==> config.mk <==
export PLATFORM = sky130hd
export DESIGN_NAME = sipo_frame_rx_flat
export DESIGN_NICKNAME = d
export VERILOG_FILES = /design/src/rtl/sipo_frame_rx_if.sv /design/src/rtl/sipo_frame_rx.sv /design/src/flat_wrapper.sv
export SDC_FILE = /design/constraint.sdc
export NUM_CORES = 1
export LEC_CHECK = 0
export ABC_CLOCK_PERIOD_IN_PS = 1300
export BUFFER_PORTS_ARGS = -buffer_cell sky130_fd_sc_hd__clkbuf_2
export CORE_MARGIN = 1.5
export CORE_UTILIZATION = 45
export DETAILED_ROUTE_END_ITERATION = 10
export PLACE_DENSITY_LB_ADDON = 0.25
export SLEW_MARGIN = 15
export SYNTH_ARGS = -nofsm -noshare
export SYNTH_HDL_FRONTEND = slang
export SYNTH_SLANG_ARGS = --single-unit
==> constraint.sdc <==
create_clock -name Clk -period 1.3 [get_ports Clk]
set_input_delay 0.39 -clock Clk [delete_from_list [all_inputs] [get_ports Clk]]
set_output_delay 0.39 -clock Clk [all_outputs]
set_load 0.02 [all_outputs]
==> src/rtl/sipo_frame_rx_if.sv <==
// Bundle between a serial bit source and the sipo_frame_rx frame receiver.
// state_dbg mirrors the receiver FSM state for checkers and debug.
interface sipo_frame_rx_if #(
    parameter int WIDTH = 8
);
    // din is consumed only on clock edges where bit_en=1; there is no
    // back-pressure, and valid/frame_err/parity_err are one-cycle pulses.
    logic             din;
    logic             bit_en;
    logic [WIDTH-1:0] data_out;
    logic             valid;
    logic             frame_err;
    logic             parity_err;
    logic             busy;
    logic [1:0]       state_dbg;

    modport master (
        output din,
        output bit_en,
        input  data_out,
        input  valid,
        input  frame_err,
        input  parity_err,
        input  busy,
        input  state_dbg
    );

    modport slave (
        input  din,
        input  bit_en,
        output data_out,
        output valid,
        output frame_err,
        output parity_err,
        output busy,
        output state_dbg
    );
endinterface

==> src/rtl/sipo_frame_rx.sv <==
// Serial-in/parallel-out frame receiver: start(0), WIDTH data bits LSB first,
// optional even parity (define SIPO_FRAME_RX_PARITY_EN), stop(1).
module sipo_frame_rx #(
    parameter int WIDTH = 8
) (
    input  logic           Clk,
    input  logic           rst,
    sipo_frame_rx_if.slave bus
);
    localparam int CW = (WIDTH > 1) ? $clog2(WIDTH) : 1;

`ifdef SIPO_FRAME_RX_PARITY_EN
    typedef enum logic [1:0] {
        IDLE   = 2'd0,
        DATA   = 2'd1,
        PARITY = 2'd2,
        STOP   = 2'd3
    } state_t;
`else
    typedef enum logic [1:0] {
        IDLE = 2'd0,
        DATA = 2'd1,
        STOP = 2'd3
    } state_t;
`endif

    state_t           state_q, state_d;
    logic [CW-1:0]    cnt_q, cnt_d;
    logic [WIDTH-1:0] shreg_q, shreg_d;
    logic [WIDTH-1:0] data_q, data_d;
    logic             valid_q, valid_d;
    logic             ferr_q, ferr_d;
`ifdef SIPO_FRAME_RX_PARITY_EN
    logic             perr_q, perr_d;
    logic             pflag_q, pflag_d;
`endif

    always_ff @(posedge Clk or negedge rst) begin
        if (!rst) begin
            state_q <= IDLE;
            cnt_q   <= '0;
            shreg_q <= '0;
            data_q  <= '0;
            valid_q <= 1'b0;
            ferr_q  <= 1'b0;
`ifdef SIPO_FRAME_RX_PARITY_EN
            perr_q  <= 1'b0;
            pflag_q <= 1'b0;
`endif
        end else begin
            state_q <= state_d;
            cnt_q   <= cnt_d;
            shreg_q <= shreg_d;
            data_q  <= data_d;
            valid_q <= valid_d;
            ferr_q  <= ferr_d;
`ifdef SIPO_FRAME_RX_PARITY_EN
            perr_q  <= perr_d;
            pflag_q <= pflag_d;
`endif
        end
    end

    // Pulses default low; everything else holds unless a strobed bit arrives.
    always_comb begin
        state_d = state_q;
        cnt_d   = cnt_q;
        shreg_d = shreg_q;
        data_d  = data_q;
        valid_d = 1'b0;
        ferr_d  = 1'b0;
`ifdef SIPO_FRAME_RX_PARITY_EN
        perr_d  = 1'b0;
        pflag_d = pflag_q;
`endif
        if (bus.bit_en) begin
            case (state_q)
                IDLE: begin
                    if (!bus.din) begin
                        state_d = DATA;
                        cnt_d   = '0;
                    end
                end
                DATA: begin
                    // LSB arrives first, so after WIDTH shifts it sits in bit 0.
                    shreg_d = {bus.din, shreg_q[WIDTH-1:1]};
                    cnt_d   = cnt_q + 1'b1;
                    if (cnt_q == CW'(WIDTH - 1)) begin
`ifdef SIPO_FRAME_RX_PARITY_EN
                        state_d = PARITY;
`else
                        state_d = STOP;
`endif
                    end
                end
`ifdef SIPO_FRAME_RX_PARITY_EN
                PARITY: begin
                    if ((^shreg_q) ^ bus.din) begin
                        pflag_d = 1'b1;
                    end
                    state_d = STOP;
                end
`endif
                STOP: begin
                    if (bus.din) begin
                        data_d  = shreg_q;
                        valid_d = 1'b1;
`ifdef SIPO_FRAME_RX_PARITY_EN
                        perr_d  = pflag_q;
`endif
                    end else begin
                        ferr_d = 1'b1;
                    end
`ifdef SIPO_FRAME_RX_PARITY_EN
                    pflag_d = 1'b0;
`endif
                    state_d = IDLE;
                end
                default: begin
                    state_d = IDLE;
                end
            endcase
        end
    end

    assign bus.data_out  = data_q;
    assign bus.valid     = valid_q;
    assign bus.frame_err = ferr_q;
`ifdef SIPO_FRAME_RX_PARITY_EN
    assign bus.parity_err = perr_q;
`else
    assign bus.parity_err = 1'b0;
`endif
    assign bus.busy      = (state_q != IDLE);
    assign bus.state_dbg = state_q;

endmodule

==> src/flat_wrapper.sv <==
// flat-port wrapper written by rule: the top's interface ports become plain ports
module sipo_frame_rx_flat 
#(
    parameter int WIDTH = 8
)
  (Clk, rst, bus_din, bus_bit_en, bus_data_out, bus_valid, bus_frame_err, bus_parity_err, bus_busy, bus_state_dbg);
  sipo_frame_rx_if #(.WIDTH(WIDTH)) bus_i ();
  input  logic Clk;
  input  logic rst;
  input wire logic [$bits(bus_i.din)-1:0] bus_din;
  input wire logic [$bits(bus_i.bit_en)-1:0] bus_bit_en;
  output wire logic [$bits(bus_i.data_out)-1:0] bus_data_out;
  output wire logic [$bits(bus_i.valid)-1:0] bus_valid;
  output wire logic [$bits(bus_i.frame_err)-1:0] bus_frame_err;
  output wire logic [$bits(bus_i.parity_err)-1:0] bus_parity_err;
  output wire logic [$bits(bus_i.busy)-1:0] bus_busy;
  output wire logic [$bits(bus_i.state_dbg)-1:0] bus_state_dbg;
  assign bus_i.din = bus_din;
  assign bus_i.bit_en = bus_bit_en;
  assign bus_data_out = bus_i.data_out;
  assign bus_valid = bus_i.valid;
  assign bus_frame_err = bus_i.frame_err;
  assign bus_parity_err = bus_i.parity_err;
  assign bus_busy = bus_i.busy;
  assign bus_state_dbg = bus_i.state_dbg;
  sipo_frame_rx #(.WIDTH(WIDTH)) u_core (.Clk(Clk), .rst(rst), .bus(bus_i));
endmodule
==> results of run 1 <==
==> state kept, by name, indices dropped and copies added, names as in the netlist <==
name / count
u_core.bus.data_out: 8
u_core.bus.valid: 1
u_core.cnt_q: 3
u_core.bus.state_dbg: 2
u_core.bus.frame_err: 1
u_core.shreg_q: 8
==> metrics by stage <==
| stage | hold WS, ps | setup slack, ps | cell area, um2 | total power [mW] | util, % |
|---|---|---|---|---|---|
| 6_report | 336 | -181 | 1240 | 2.59 | 62.4 |
| 5_1_grt | 336 | -221 | 1240 | 2.76 | 62.4 |
| 4_1_cts | 287 | -212 | 1170 | 2.49 | 59.1 |
| 3_5_place_dp | 341 | 5.86 | 1090 | 2.08 | 55.1 |
| 3_3_place_gp | 341 | 3.87 | 1090 | 2.05 | 55.1 |
| 2_1_floorplan | 94.4 | 18.5 | 970 | 1.83 | - |
==> routing by layer <==
metal  vias to the layer above  share of wire [%]  track usage (%)
met1                       280                 51             18.6
li1                        274                  -                -
met4                         0                  0             4.29
met3                         0                3.1             2.76
met5                         -                  0                0
met2                        12                 45             20.0
==> cell type report <==
class                      instances  area, um2
fill                             160        744
sequential                        23        578
multi-input combinational         36        392
timing repair buffer              24        195
tap                               27       33.8
clock buffer                       3       22.5
inverter                           3       11.3
clock inverter                     1       5.00
==> cells by family (layout without fill, tap and decap cells) <==
kind of cell             after synthesis  in the layout  synth area share (%)
adder cells (fa/ha/maj)                2              2                  2.60
other                                  1              1                 0.389
AO/OA/AOI/OAI                          7              7                  4.93
flip-flops                            23             23                  59.7
multiplexers                          16             16                  21.8
buffers and inverters                  6             31                  2.99
AND/OR/NAND/NOR                        8             10                  7.53
==> power groups by stage <==
stage / logic, mW / registers (mW) / clock network, mW
2_1_floorplan: 0.535 / 1.30 / 0
3_3_place_gp: 0.838 / 1.21 / 0
3_5_place_dp: 0.854 / 1.22 / 0
4_1_cts: 0.979 / 1.17 / 0.342
5_1_grt: 1.19 / 1.21 / 0.365
6_report: 1.10 / 1.17 / 0.321
==> timing repair <==
| item | in CTS | in global routing |
|---|---|---|
| gates resized for setup | 7 | 9 |
| cloned | 0 | 2 |
| setup endpoints to repair | 3 | 16 |
| hold endpoints to repair | 13 | 0 |
| hold buffers | 1 | 0 |
| pin swaps | 1 | 1 |
| buffers inserted | 2 | 3 |
==> worst paths after layout <==
check	startpoint	endpoint	slack (ps)	cells past startpoint
max in group asynchronous	rst	u_core.bus.state_dbg[0]$_DFFE_PN0P_	600	3
worst min-delay path	bus_din	u_core.bus.frame_err$_DFF_PN0_	340	2
worst max-delay path	u_core.bus.state_dbg[0]$_DFFE_PN0P_	bus_busy	-180	2
worst min register to register	u_core.cnt_q[1]$_DFFE_PN0P_	u_core.cnt_q[1]$_DFFE_PN0P_	520	1
worst max register to register	u_core.bus.state_dbg[1]$_DFFE_PN0P_	u_core.shreg_q[0]$_DFFE_PN0P_	50	3
min in group asynchronous	rst	u_core.bus.data_out[1]$_DFFE_PN0P_	540	3
==> critical path, cell delays in order, from the launching register on <==
cell and delay, ps:
dfrtp_2 420, or2_4 250, buf_8 130
==> cell usage in the layout, fill, tap and decap left out, drive strengths merged <==
master / n
dfrtp: 23
clkbuf: 16
mux2: 16
buf: 10
inv: 3
a22o: 3
a21oi: 2
ha: 2
nand4: 2
nand3b: 2
o21ai: 2
or2: 1
nand3: 1
nor2: 1
nor2b: 1
and2: 1
nand2: 1
conb: 1
clkinv: 1
dlygate4sd3: 1
==> flow_summary.html, run 1 <==
<table>
<tr><th>Metric</th><th>Value</th></tr>
<tr><th colspan="2">Outcome</th></tr>
<tr><td>Result of the run</td><td>finished with violations</td></tr>
<tr><td>Failing checks</td><td>setup timing</td></tr>
<tr><th colspan="2">Floorplanning</th></tr>
<tr><td>Placeable core region</td><td>a little under 2000 um2</td></tr>
<tr><td>Die X</td><td>49.3 um</td></tr>
<tr><td>Floorplan die height</td><td>49.3 um</td></tr>
<tr><td>Effective utilization at floorplan</td><td>48.6%</td></tr>
<tr><td>Die Footprint</td><td>2430 um2</td></tr>
<tr><td>Number of core rows</td><td>16</td></tr>
<tr><td>Boundary pin count</td><td>18</td></tr>
<tr><th colspan="2">Pwr</th></tr>
<tr><td>Share of total power in the clock network</td><td>12.4%</td></tr>
<tr><td>Cell Pwr Density</td><td>2090 nW/um2</td></tr>
<tr><td>Cell internal pwr</td><td>between 1.5 and 2 mW</td></tr>
<tr><td>Sequential share of power</td><td>45.0%</td></tr>
<tr><td>Combinational fraction of design power</td><td>42.6%</td></tr>
<tr><td>Leak pwr</td><td>roughly 0.64 nW</td></tr>
<tr><td>Net switching component of the power</td><td>approximately 860 uW</td></tr>
<tr><td>Net switching fraction of the power</td><td>33.2%</td></tr>
<tr><td>Max VDD drop</td><td>1.11 mV</td></tr>
<tr><th colspan="2">Yosys</th></tr>
<tr><td>Biggest area contributors in the synthesized netlist</td><td>dfrtp_1 60%, mux2_4 12%, mux2_2 5.8%, mux2_1 3.5%, ha_1 2.6%</td></tr>
<tr><td>Post-synthesis average cell area</td><td>between 15 and 20 um2</td></tr>
<tr><td>Count of different cell masters after synthesis</td><td>22</td></tr>
<tr><td>Area of the mapped netlist</td><td>just under 1000 um2</td></tr>
<tr><td>Total of flip-flops plus latches after synthesis</td><td>23</td></tr>
<tr><td>Share of the synthesized area in the top cell type</td><td>59.7%</td></tr>
<tr><td>Post-synthesis cell count</td><td>63</td></tr>
<tr><td>Sequential cell area fraction in the yosys report</td><td>59.7%</td></tr>
<tr><td>Top cell types by occurrence after synthesis</td><td>23 x dfrtp_1, 8 x mux2_4, 5 x mux2_2, 3 x inv_1, 3 x mux2_1</td></tr>
<tr><td>Number of nets produced by synthesis</td><td>69</td></tr>
<tr><td>Count leader, synth</td><td>dfrtp_1</td></tr>
<tr><td>Number of warnings printed during yosys synthesis</td><td>0</td></tr>
<tr><td>Largest area contributor in the synthesized netlist</td><td>dfrtp_1</td></tr>
<tr><td>Share of synthesized registers carrying an async set or reset</td><td>100%</td></tr>
<tr><td>Number of flops mapped to enable cells by yosys</td><td>0</td></tr>
<tr><td>Dominant register cell in the synthesized netlist</td><td>dfrtp_1</td></tr>
<tr><th colspan="2">Routing</th></tr>
<tr><td>Overall routed net length</td><td>1560 um</td></tr>
<tr><td>DRC marker count from the first detailed-route iteration</td><td>2</td></tr>
<tr><td>Antenna Nets Post-Route</td><td>0</td></tr>
<tr><td>First-pass iteration count of the detailed router</td><td>2</td></tr>
<tr><td>Routed wire length per instance</td><td>13.3 um</td></tr>
<tr><td>DR vias</td><td>566</td></tr>
<tr><td>Vias/cell</td><td>4.84</td></tr>
<tr><td>DRC viols</td><td>0</td></tr>
<tr><th colspan="2">Final layout</th></tr>
<tr><td>Share of cells above drive strength 1</td><td>55.6%</td></tr>
<tr><td>Antenna Cells</td><td>0</td></tr>
<tr><td>Synth-to-layout area growth</td><td>28.4%</td></tr>
<tr><td>NumNets Final</td><td>97</td></tr>
<tr><td>Non-Filler Instances</td><td>about 120</td></tr>
<tr><th colspan="2">Timing</th></tr>
<tr><td>Final critical-path setup slack</td><td>-181 ps</td></tr>
<tr><td>Final period util</td><td>114%</td></tr>
<tr><td>Fin Clk Skew</td><td>6.92 ps</td></tr>
<tr><td>Hold Vio Cnt, Final</td><td>0</td></tr>
<tr><td>Final max-slew violation count</td><td>0</td></tr>
<tr><td>Highest Clock Rate</td><td>between 0.6 and 0.7 GHz</td></tr>
<tr><td>Minimum period implied by the final worst setup slack</td><td>approximately 1500 ps</td></tr>
<tr><td>RSZ-0062 raised after global routing</td><td>true</td></tr>
<tr><td>Endpoints failing setup</td><td>3</td></tr>
<tr><td>Setup TNS</td><td>-482 ps</td></tr>
<tr><th colspan="2">Global routing</th></tr>
<tr><td>Number of global-route vias before repair</td><td>543</td></tr>
<tr><td>Maximum number of pins on one net before global-route repair</td><td>24</td></tr>
<tr><td>Overall Global Routing Usage</td><td>between 10% and 20%</td></tr>
<tr><td>Overflow after GRT</td><td>0</td></tr>
<tr><td>Antenna violations before repair</td><td>0</td></tr>
<tr><td>Wire length of the first global-routing pass</td><td>2460 um</td></tr>
<tr><th colspan="2">Flow run</th></tr>
<tr><td>Number of violations of the max-capacitance limit</td><td>0</td></tr>
<tr><th colspan="2">Clock tree</th></tr>
<tr><td>Clock transition at the register clock pins on the worst setup and hold paths after CTS</td><td>120 ps</td></tr>
<tr><td>Inserted Clock Buffers</td><td>3</td></tr>
<tr><td>Number of buffers on the longest clock path</td><td>2</td></tr>
<tr><td>Clock tree root buffer cell</td><td>clkbuf_4</td></tr>
<tr><td>Clock tree from TritonCTS</td><td>done</td></tr>
<tr><td>Clk sinks</td><td>23</td></tr>
<tr><td>Number of H-tree branching levels</td><td>1</td></tr>
<tr><td>Insertion delay of the later-clocked pin in the worst-skew pair</td><td>300 ps</td></tr>
<tr><th colspan="2">Setup path</th></tr>
<tr><td>Critical Path Sink Type</td><td>output pin</td></tr>
<tr><td>Worst EP arrival</td><td>roughly 1100 ps</td></tr>
<tr><td>Class of the most critical setup path</td><td>reg2out</td></tr>
<tr><td>Kind of start point of the critical path</td><td>flip-flop</td></tr>
<tr><td>Worst endpoint required time</td><td>910 ps</td></tr>
<tr><td>CP max FO</td><td>2</td></tr>
<tr><th colspan="2">Placed design</th></tr>
<tr><td>Estimated wirelength of the detail-placed design</td><td>952 um</td></tr>
<tr><td>Cell count after placement</td><td>105</td></tr>
<tr><td>PortBufs</td><td>16</td></tr>
<tr><td>Placer congestion estimate</td><td>around 0.75</td></tr>
<tr><th colspan="2">Worst hold path</th></tr>
<tr><td>Worst min-delay path class</td><td>in2reg</td></tr>
</table>
Power figures use the tool's default switching activity.
==> run 2, diff against run 1 <==
--- a/config.mk
+++ b/config.mk
@@ -8,7 +8,7 @@
 export ABC_CLOCK_PERIOD_IN_PS = 1300
 export BUFFER_PORTS_ARGS = -buffer_cell sky130_fd_sc_hd__clkbuf_2
 export CORE_MARGIN = 1.5
-export CORE_UTILIZATION = 45
+export CORE_UTILIZATION = 52
 export DETAILED_ROUTE_END_ITERATION = 10
 export PLACE_DENSITY_LB_ADDON = 0.25
 export SLEW_MARGIN = 15
==> flow_summary.html, run 2 (synthesis gave the netlist of run 1 again) <==
<table>
<tr><th>Metric</th><th>Value</th></tr>
<tr><th colspan="2">Floorplanning</th></tr>
<tr><td>Floorplan die height</td><td>46.0 um (was 49.3 um)</td></tr>
<tr><td>Boundary pin count</td><td>18 (unchanged)</td></tr>
<tr><td>Number of core rows</td><td>15 (was 16)</td></tr>
<tr><td>Die X</td><td>46.0 um (was 49.3 um)</td></tr>
<tr><td>Effective utilization at floorplan</td><td>55.8% (was 48.6%)</td></tr>
<tr><td>Placeable core region</td><td>1730 um2 (was 1980 um2)</td></tr>
<tr><td>Die Footprint</td><td>2120 um2 (was 2430 um2)</td></tr>
<tr><th colspan="2">Routing</th></tr>
<tr><td>DRC marker count from the first detailed-route iteration</td><td>5 (was 2)</td></tr>
<tr><td>Antenna Nets Post-Route</td><td>0 (unchanged)</td></tr>
<tr><td>Overall routed net length</td><td>1740 um (was 1560 um)</td></tr>
<tr><td>First-pass iteration count of the detailed router</td><td>3 (was 2)</td></tr>
<tr><td>DR vias</td><td>567 (was 566)</td></tr>
<tr><td>Vias/cell</td><td>5.02 (was 4.84)</td></tr>
<tr><td>DRC viols</td><td>0 (unchanged)</td></tr>
<tr><td>Routed wire length per instance</td><td>15.4 um (was 13.3 um)</td></tr>
<tr><th colspan="2">Timing</th></tr>
<tr><td>Minimum period implied by the final worst setup slack</td><td>1490 ps (was 1480 ps)</td></tr>
<tr><td>Hold Vio Cnt, Final</td><td>0 (unchanged)</td></tr>
<tr><td>Final critical-path setup slack</td><td>-187 ps (was -181 ps)</td></tr>
<tr><td>Final period util</td><td>114% (about the same)</td></tr>
<tr><td>Highest Clock Rate</td><td>0.673 GHz (was 0.675 GHz)</td></tr>
<tr><td>Fin Clk Skew</td><td>2.51 ps (was 6.92 ps)</td></tr>
<tr><td>Tightest hold margin</td><td>33.6 ps (was 336 ps)</td></tr>
<tr><td>Final max-slew violation count</td><td>0 (unchanged)</td></tr>
<tr><td>Endpoints failing setup</td><td>3 (unchanged)</td></tr>
<tr><td>RSZ-0062 raised after global routing</td><td>true (unchanged)</td></tr>
<tr><th colspan="2">Setup path</th></tr>
<tr><td>CP max FO</td><td>2 (unchanged)</td></tr>
<tr><td>Critical Path Sink Type</td><td>output pin (unchanged)</td></tr>
<tr><td>Worst EP arrival</td><td>1100 ps (was 1090 ps)</td></tr>
<tr><td>Worst endpoint required time</td><td>910 ps (about the same)</td></tr>
<tr><td>Worst flop-to-flop path startpoint</td><td>u_core.bus.state_dbg[0]$_DFFE_PN0P_ (was u_core.bus.state_dbg[1]$_DFFE_PN0P_)</td></tr>
<tr><td>Class of the most critical setup path</td><td>reg2out (unchanged)</td></tr>
<tr><td>Kind of start point of the critical path</td><td>flip-flop (unchanged)</td></tr>
<tr><td>Crit path launch</td><td>u_core.bus.state_dbg[1]$_DFFE_PN0P_ (was u_core.bus.state_dbg[0]$_DFFE_PN0P_)</td></tr>
<tr><td>Worst path slowest cell</td><td>dfrtp_2 (unchanged)</td></tr>
<tr><td>Delay of the slowest cell on the worst path</td><td>420 ps (about the same)</td></tr>
<tr><td>Cells along the critical path</td><td>or2_4 -&gt; buf_6 (was or2_4 -&gt; buf_8)</td></tr>
<tr><th colspan="2">Final layout</th></tr>
<tr><td>Area used by multi-input combinational logic</td><td>405 um2 (was 392 um2)</td></tr>
<tr><td>Synth-to-layout area growth</td><td>26.0% (was 28.4%)</td></tr>
<tr><td>Post-layout utilization of the core</td><td>70.3% (was 62.4%)</td></tr>
<tr><td>Share of cells above drive strength 1</td><td>56.8% (was 55.6%)</td></tr>
<tr><td>Filler Cells Inserted</td><td>112 (was 160)</td></tr>
<tr><td>Most common cell after layout, fill and taps aside</td><td>dfrtp_1 (unchanged)</td></tr>
<tr><td>Non-Filler Instances</td><td>113 (was 117)</td></tr>
<tr><td>NumNets Final</td><td>95 (was 97)</td></tr>
<tr><td>Antenna Cells</td><td>0 (unchanged)</td></tr>
<tr><td>Most frequent cells in the layout</td><td>21 x dfrtp_1, 13 x mux2_4, 13 x clkbuf_2 (was 21 x dfrtp_1, 11 x clkbuf_2, 8 x mux2_4)</td></tr>
<tr><td>Reg area</td><td>578 um2 (unchanged)</td></tr>
<tr><th colspan="2">Placed design</th></tr>
<tr><td>Cell count after placement</td><td>104 (was 105)</td></tr>
<tr><td>Estimated wirelength of the detail-placed design</td><td>1030 um (was 952 um)</td></tr>
<tr><td>Setup Slack @ Placement</td><td>-32.2 ps (was 5.86 ps)</td></tr>
<tr><td>Placer congestion estimate</td><td>0.715 (was 0.750)</td></tr>
<tr><td>PortBufs</td><td>16 (unchanged)</td></tr>
<tr><th colspan="2">Worst hold path</th></tr>
<tr><td>Worst min-delay path class</td><td>in2async (was in2reg)</td></tr>
<tr><th colspan="2">Global routing</th></tr>
<tr><td>Met2 track demand over resource in global routing</td><td>24.2% (was 20.0%)</td></tr>
<tr><td>Overall Global Routing Usage</td><td>15.2% (was 13.1%)</td></tr>
<tr><td>Wire length of the first global-routing pass</td><td>2300 um (was 2460 um)</td></tr>
<tr><td>Met3 track demand over resource in global routing</td><td>3.57% (was 2.76%)</td></tr>
<tr><td>Number of global-route vias before repair</td><td>521 (was 543)</td></tr>
<tr><td>Maximum number of pins on one net before global-route repair</td><td>24 (unchanged)</td></tr>
<tr><td>Met1 usage in global routing</td><td>21.9% (was 18.6%)</td></tr>
<tr><td>GR peak layer</td><td>met2 (unchanged)</td></tr>
<tr><td>Overflow after GRT</td><td>0 (unchanged)</td></tr>
<tr><td>Antenna violations before repair</td><td>0 (unchanged)</td></tr>
<tr><th colspan="2">Clock tree</th></tr>
<tr><td>Number of buffers on the longest clock path</td><td>2 (unchanged)</td></tr>
<tr><td>Clock transition at the register clock pins on the worst setup and hold paths after CTS</td><td>130 ps (was 120 ps)</td></tr>
<tr><td>Clock tree root buffer cell</td><td>clkbuf_4 (unchanged)</td></tr>
<tr><td>Clk sinks</td><td>23 (unchanged)</td></tr>
<tr><td>Number of H-tree branching levels</td><td>1 (unchanged)</td></tr>
<tr><td>Clock tree from TritonCTS</td><td>done (unchanged)</td></tr>
<tr><td>Inserted Clock Buffers</td><td>3 (unchanged)</td></tr>
<tr><td>Insertion delay of the later-clocked pin in the worst-skew pair</td><td>300 ps (about the same)</td></tr>
<tr><th colspan="2">Flow run</th></tr>
<tr><td>Number of violations of the max-capacitance limit</td><td>0 (unchanged)</td></tr>
<tr><th colspan="2">Pwr</th></tr>
<tr><td>Cell Pwr Density</td><td>2210 nW/um2 (was 2090 nW/um2)</td></tr>
<tr><td>Leak pwr</td><td>0.655 nW (was 0.645 nW)</td></tr>
<tr><td>Max VDD drop</td><td>1.19 mV (was 1.11 mV)</td></tr>
<tr><td>Final Total Pwr</td><td>2.68 mW (was 2.59 mW)</td></tr>
<tr><th colspan="2">Outcome</th></tr>
<tr><td>Failing checks</td><td>setup timing (unchanged)</td></tr>
<tr><td>Result of the run</td><td>finished with violations (unchanged)</td></tr>
</table>
==> run 2: worst paths after layout <==
kind	to	slack [ps]	cells after the start
setup / recovery	bus_busy	-190	2
hold / removal	u_core.bus.state_dbg[0]$_DFFE_PN0P_	30	2
setup reg to reg	u_core.shreg_q[1]$_DFFE_PN0P_	20	4
hold reg to reg	u_core.bus.data_out[1]$_DFFE_PN0P_	530	1
max in group asynchronous	u_core.bus.state_dbg[1]$_DFFE_PN0P_	1030	2
min in group Clk	u_core.bus.frame_err$_DFF_PN0_	290	2
==> run 2: worst max-delay path: cells and delay by family (launching register included) <==
kind                   cells  cell delay [ps]
buffers and inverters      1              130
AND/OR/NAND/NOR            1              240
flip-flops                 1              420
==> run 2: through the flow <==
step	TNS [ps]	area (um2)
after floorplan	0	970
after global placement	-0.285	1080
after detailed placement	-219	1080
after CTS	-529	1140
after global routing	-560	1210
final	-456	1210
==> run 2: power breakdown <==
part | switching, mW | total [mW] | internal (mW)
Sequential | 0.189 | 1.19 | 0.997
Combinational | 0.515 | 1.17 | 0.653
Clock | 0.216 | 0.330 | 0.115
Total | 0.920 | 2.68 | 1.76
==> run 2: cell type report <==
| class | count | share of cell area, % |
|---|---|---|
| Sequential cell | 23 | 47.6 |
| Clock inverter | 1 | 0.412 |
| Timing Repair Buffer | 23 | 13.2 |
| Clock buffer | 3 | 1.86 |
| Tap cell | 25 | 2.58 |
| Multi-Input combinational cell | 35 | 33.4 |
| Inverter | 3 | 0.928 |
==> run 2: repair_timing <==
item	in CTS	in global routing
endpoints found under the setup margin	3	13
hold buffers	0	0
cloned	0	1
buffers inserted	2	2
resized for setup	5	12
pin swaps	0	1
==> run 2: per-layer routing <==
layer | vias up | share of wire, %
li1 | 269 | -
met1 | 286 | 49
met2 | 12 | 48
met3 | 0 | 2.6
met4 | 0 | 0
met5 | - | 0
==> run 3, diff against run 2 <==
--- a/config.mk
+++ b/config.mk
@@ -5,10 +5,10 @@
 export SDC_FILE = /design/constraint.sdc
 export NUM_CORES = 1
 export LEC_CHECK = 0
-export ABC_CLOCK_PERIOD_IN_PS = 1300
+export ABC_CLOCK_PERIOD_IN_PS = 1750
 export BUFFER_PORTS_ARGS = -buffer_cell sky130_fd_sc_hd__clkbuf_2
 export CORE_MARGIN = 1.5
-export CORE_UTILIZATION = 52
+export CORE_UTILIZATION = 56
 export DETAILED_ROUTE_END_ITERATION = 10
 export PLACE_DENSITY_LB_ADDON = 0.25
 export SLEW_MARGIN = 15
==> constraint.sdc (replaced) <==
create_clock -name Clk -period 1.75 [get_ports Clk]
set_input_delay 0.525 -clock Clk [delete_from_list [all_inputs] [get_ports Clk]]
set_output_delay 0.525 -clock Clk [all_outputs]
set_load 0.02 [all_outputs]
==> flow_summary.html, run 3 (synthesis gave the netlist of run 1 again) <==
<table>
<tr><th>Metric</th><th>Value</th></tr>
<tr><th colspan="2">Outcome</th></tr>
<tr><td>Result of the run</td><td>finished with violations (unchanged)</td></tr>
<tr><td>Failing checks</td><td>DRC (was setup timing)</td></tr>
<tr><th colspan="2">Pwr</th></tr>
<tr><td>Net switching fraction of the power</td><td>34.1% (was 34.3%)</td></tr>
<tr><td>Leak pwr</td><td>0.588 nW (was 0.655 nW)</td></tr>
<tr><td>Final Total Pwr</td><td>1.77 mW (was 2.68 mW)</td></tr>
<tr><td>Combinational fraction of design power</td><td>37.7% (was 43.5%)</td></tr>
<tr><td>Cell Pwr Density</td><td>1630 nW/um2 (was 2210 nW/um2)</td></tr>
<tr><td>Net switching component of the power</td><td>605 uW (was 920 uW)</td></tr>
<tr><td>Cell internal pwr</td><td>1.17 mW (was 1.76 mW)</td></tr>
<tr><td>Sequential share of power</td><td>48.8% (was 44.2%)</td></tr>
<tr><td>Share of total power in the clock network</td><td>13.4% (was 12.3%)</td></tr>
<tr><td>Max VDD drop</td><td>0.843 mV (was 1.19 mV)</td></tr>
<tr><th colspan="2">Clock tree</th></tr>
<tr><td>Number of H-tree branching levels</td><td>1 (unchanged)</td></tr>
<tr><td>Hold Buf Count CTS</td><td>0 (unchanged)</td></tr>
<tr><td>Clk sinks</td><td>23 (unchanged)</td></tr>
<tr><td>Number of buffers on the longest clock path</td><td>2 (unchanged)</td></tr>
<tr><td>Clock tree root buffer cell</td><td>clkbuf_4 (unchanged)</td></tr>
<tr><td>Insertion delay of the later-clocked pin in the worst-skew pair</td><td>300 ps (about the same)</td></tr>
<tr><td>Inserted Clock Buffers</td><td>3 (unchanged)</td></tr>
<tr><td>Gates resized, CTS repair</td><td>0 (was 5)</td></tr>
<tr><td>Buffer count from post-CTS setup fixing</td><td>0 (was 2)</td></tr>
<tr><td>Clock transition at the register clock pins on the worst setup and hold paths after CTS</td><td>120 ps (was 130 ps)</td></tr>
<tr><td>Clock tree from TritonCTS</td><td>done (unchanged)</td></tr>
<tr><th colspan="2">Timing</th></tr>
<tr><td>Setup TNS</td><td>0 ps (was -456 ps)</td></tr>
<tr><td>Final max-slew violation count</td><td>0 (unchanged)</td></tr>
<tr><td>Final critical-path setup slack</td><td>89.1 ps (was -187 ps)</td></tr>
<tr><td>Fin Clk Skew</td><td>1.68 ps (was 2.51 ps)</td></tr>
<tr><td>Final period util</td><td>between 90% and 100%</td></tr>
<tr><td>Endpoints failing setup</td><td>0 (was 3)</td></tr>
<tr><td>RSZ-0062 raised after global routing</td><td>false (was true)</td></tr>
<tr><td>Worst-Margin Slew</td><td>545 ps</td></tr>
<tr><td>Relative max-transition margin</td><td>63.7%</td></tr>
<tr><td>Hold Vio Cnt, Final</td><td>0 (unchanged)</td></tr>
<tr><td>Highest Clock Rate</td><td>0.602 GHz</td></tr>
<tr><td>Minimum period implied by the final worst setup slack</td><td>1660 ps</td></tr>
<tr><th colspan="2">Setup path</th></tr>
<tr><td>Critical Path Sink Type</td><td>output pin (unchanged)</td></tr>
<tr><td>Buffers &amp; Inverters on Critical Path</td><td>1 (unchanged)</td></tr>
<tr><td>Crit path launch</td><td>u_core.bus.state_dbg[1]$_DFFE_PN0P_ (unchanged)</td></tr>
<tr><td>CP max FO</td><td>2 (unchanged)</td></tr>
<tr><td>Crit path max-delay family</td><td>flip-flops (unchanged)</td></tr>
<tr><td>Kind of start point of the critical path</td><td>flip-flop (unchanged)</td></tr>
<tr><td>Worst path slowest cell</td><td>dfrtp_1 (was dfrtp_2)</td></tr>
<tr><td>Class of the most critical setup path</td><td>reg2out (unchanged)</td></tr>
<tr><td>Worst flop-to-flop path startpoint</td><td>u_core.bus.state_dbg[1]$_DFFE_PN0P_ (was u_core.bus.state_dbg[0]$_DFFE_PN0P_)</td></tr>
<tr><td>Delay of the slowest cell on the worst path</td><td>400 ps (was 420 ps)</td></tr>
<tr><td>Cells along the critical path</td><td>or2_2 -&gt; clkbuf_2 (was or2_4 -&gt; buf_6)</td></tr>
<tr><td>Worst EP arrival</td><td>1140 ps (was 1100 ps)</td></tr>
<tr><td>Worst endpoint required time</td><td>1220 ps (was 910 ps)</td></tr>
<tr><th colspan="2">Routing</th></tr>
<tr><td>DRC marker count from the first detailed-route iteration</td><td>9 (was 5)</td></tr>
<tr><td>Vias/cell</td><td>5.33 (was 5.02)</td></tr>
<tr><td>First-pass iteration count of the detailed router</td><td>7 (was 3)</td></tr>
<tr><td>Routed wire length per instance</td><td>14.3 um (was 15.4 um)</td></tr>
<tr><td>DR vias</td><td>522 (was 567)</td></tr>
<tr><td>Antenna Nets Post-Route</td><td>0 (unchanged)</td></tr>
<tr><td>DRC viols</td><td>2 (was 0)</td></tr>
<tr><td>Overall routed net length</td><td>1400 um (was 1740 um)</td></tr>
<tr><th colspan="2">Flow run</th></tr>
<tr><td>Number of violations of the max-capacitance limit</td><td>0 (unchanged)</td></tr>
<tr><th colspan="2">Global routing</th></tr>
<tr><td>Overall Global Routing Usage</td><td>16.7% (was 15.2%)</td></tr>
<tr><td>Overflow after GRT</td><td>0 (unchanged)</td></tr>
<tr><td>Antenna violations before repair</td><td>0 (unchanged)</td></tr>
<tr><td>Number of global-route vias before repair</td><td>507 (was 521)</td></tr>
<tr><td>Wire length of the first global-routing pass</td><td>2320 um (was 2300 um)</td></tr>
<tr><td>Maximum number of pins on one net before global-route repair</td><td>24 (unchanged)</td></tr>
<tr><th colspan="2">Floorplanning</th></tr>
<tr><td>Number of core rows</td><td>14 (was 15)</td></tr>
<tr><td>Placeable core region</td><td>1560 um2 (was 1730 um2)</td></tr>
<tr><td>Floorplan die height</td><td>44.5 um (was 46.0 um)</td></tr>
<tr><td>Boundary pin count</td><td>18 (unchanged)</td></tr>
<tr><td>Die X</td><td>44.5 um (was 46.0 um)</td></tr>
<tr><td>Die Footprint</td><td>1980 um2 (was 2120 um2)</td></tr>
<tr><td>Effective utilization at floorplan</td><td>61.8% (was 55.8%)</td></tr>
<tr><th colspan="2">Final layout</th></tr>
<tr><td>Synth-to-layout area growth</td><td>13.0% (was 26.0%)</td></tr>
<tr><td>NumNets Final</td><td>89 (was 95)</td></tr>
<tr><td>Most frequent cells in the layout</td><td>23 x dfrtp_1, 16 x clkbuf_2, 8 x mux2_4 (was 21 x dfrtp_1, 13 x mux2_4, 13 x clkbuf_2)</td></tr>
<tr><td>Filler Cells Inserted</td><td>109 (was 112)</td></tr>
<tr><td>Antenna Cells</td><td>0 (unchanged)</td></tr>
<tr><td>Most common cell after layout, fill and taps aside</td><td>dfrtp_1 (unchanged)</td></tr>
<tr><td>Share of cells above drive strength 1</td><td>47.6% (was 56.8%)</td></tr>
<tr><th colspan="2">Placed design</th></tr>
<tr><td>PortBufs</td><td>16 (unchanged)</td></tr>
<tr><td>Setup Slack @ Placement</td><td>264 ps (was -32.2 ps)</td></tr>
<tr><td>Placer congestion estimate</td><td>0.666 (was 0.715)</td></tr>
<tr><td>Estimated wirelength of the detail-placed design</td><td>999 um (was 1030 um)</td></tr>
<tr><th colspan="2">Worst hold path</th></tr>
<tr><td>Worst min-delay path class</td><td>in2async (unchanged)</td></tr>
</table>
run 3: changes by cell type in the layout (fill, tap and decap cells not counted), moves of 2 or more:
cell      before  now
buf_4          6    2
buf_6          2    0
clkbuf_2      13   16
clkbuf_8       2    0
dfrtp_1       21   23
dfrtp_2        2    0
mux2_2         1    5
mux2_4        13    8
run 3: worst reg2reg max path, stage by stage, from the launching register on:
cell and delay, ps:
dfrtp_1 400, buf_4 160, nand3b_4 230, mux2_1 350
run 3: layout make-up:
| cell class | instances | area [um2] | area share [%] |
|---|---|---|---|
| clock buffer | 3 | 22.5 | 2.07 |
| clock inverter | 1 | 5.00 | 0.460 |
| inverter | 3 | 11.3 | 1.03 |
| multi-input combinational | 34 | 359 | 33.0 |
| sequential | 23 | 576 | 52.9 |
| tap | 16 | 20.0 | 1.84 |
| timing repair buffer | 18 | 95.1 | 8.74 |
run 3: power groups by stage:
| stage | sequential [mW] | clock (mW) | combinational (mW) |
|---|---|---|---|
| 2_1_floorplan | 0.962 | 0 | 0.387 |
| 3_3_place_gp | 0.867 | 0 | 0.651 |
| 3_5_place_dp | 0.874 | 0 | 0.680 |
| 4_1_cts | 0.864 | 0.247 | 0.680 |
| 5_1_grt | 0.890 | 0.260 | 0.730 |
| 6_report | 0.865 | 0.238 | 0.668 |
run 3: path summary, 6_finish.rpt:
| check | end | slack, ps | cells after the start |
|---|---|---|---|
| worst max-delay path | bus_busy | 90 | 2 |
| worst min-delay path | u_core.bus.state_dbg[1]$_DFFE_PN0P_ | 180 | 1 |
| worst max register to register | u_core.shreg_q[1]$_DFFE_PN0P_ | 520 | 3 |
| worst min register to register | u_core.cnt_q[1]$_DFFE_PN0P_ | 520 | 1 |
| max in group asynchronous | u_core.bus.data_out[6]$_DFFE_PN0P_ | 1210 | 1 |
| min in group Clk | u_core.bus.frame_err$_DFF_PN0_ | 410 | 2 |
run 3: routing by layer:
metal | up-vias | GRT usage (%) | routed length (um) | part of all wire [%]
li1 | 255 | - | - | -
met1 | 251 | 23.6 | 703 | 50
met2 | 14 | 24.3 | 625 | 45
met3 | 2 | 4.08 | 60 | 4.3
met4 | 0 | 7.27 | 13 | 0.93
met5 | - | 0 | 0 | 0
run 3: stage by stage:
| step | util [%] | hold slack, ps | std cells | area (um2) |
|---|---|---|---|---|
| after CTS | 69.8 | 195 | 98 | 1090 |
| after detailed placement | 68.1 | 495 | 94 | 1060 |
| after global placement | 68.1 | 484 | 94 | 1060 |
| after floorplan | - | 229 | 63 | 963 |
| after global routing | 69.8 | 228 | 98 | 1090 |
| final | 69.8 | 181 | 98 | 1090 |
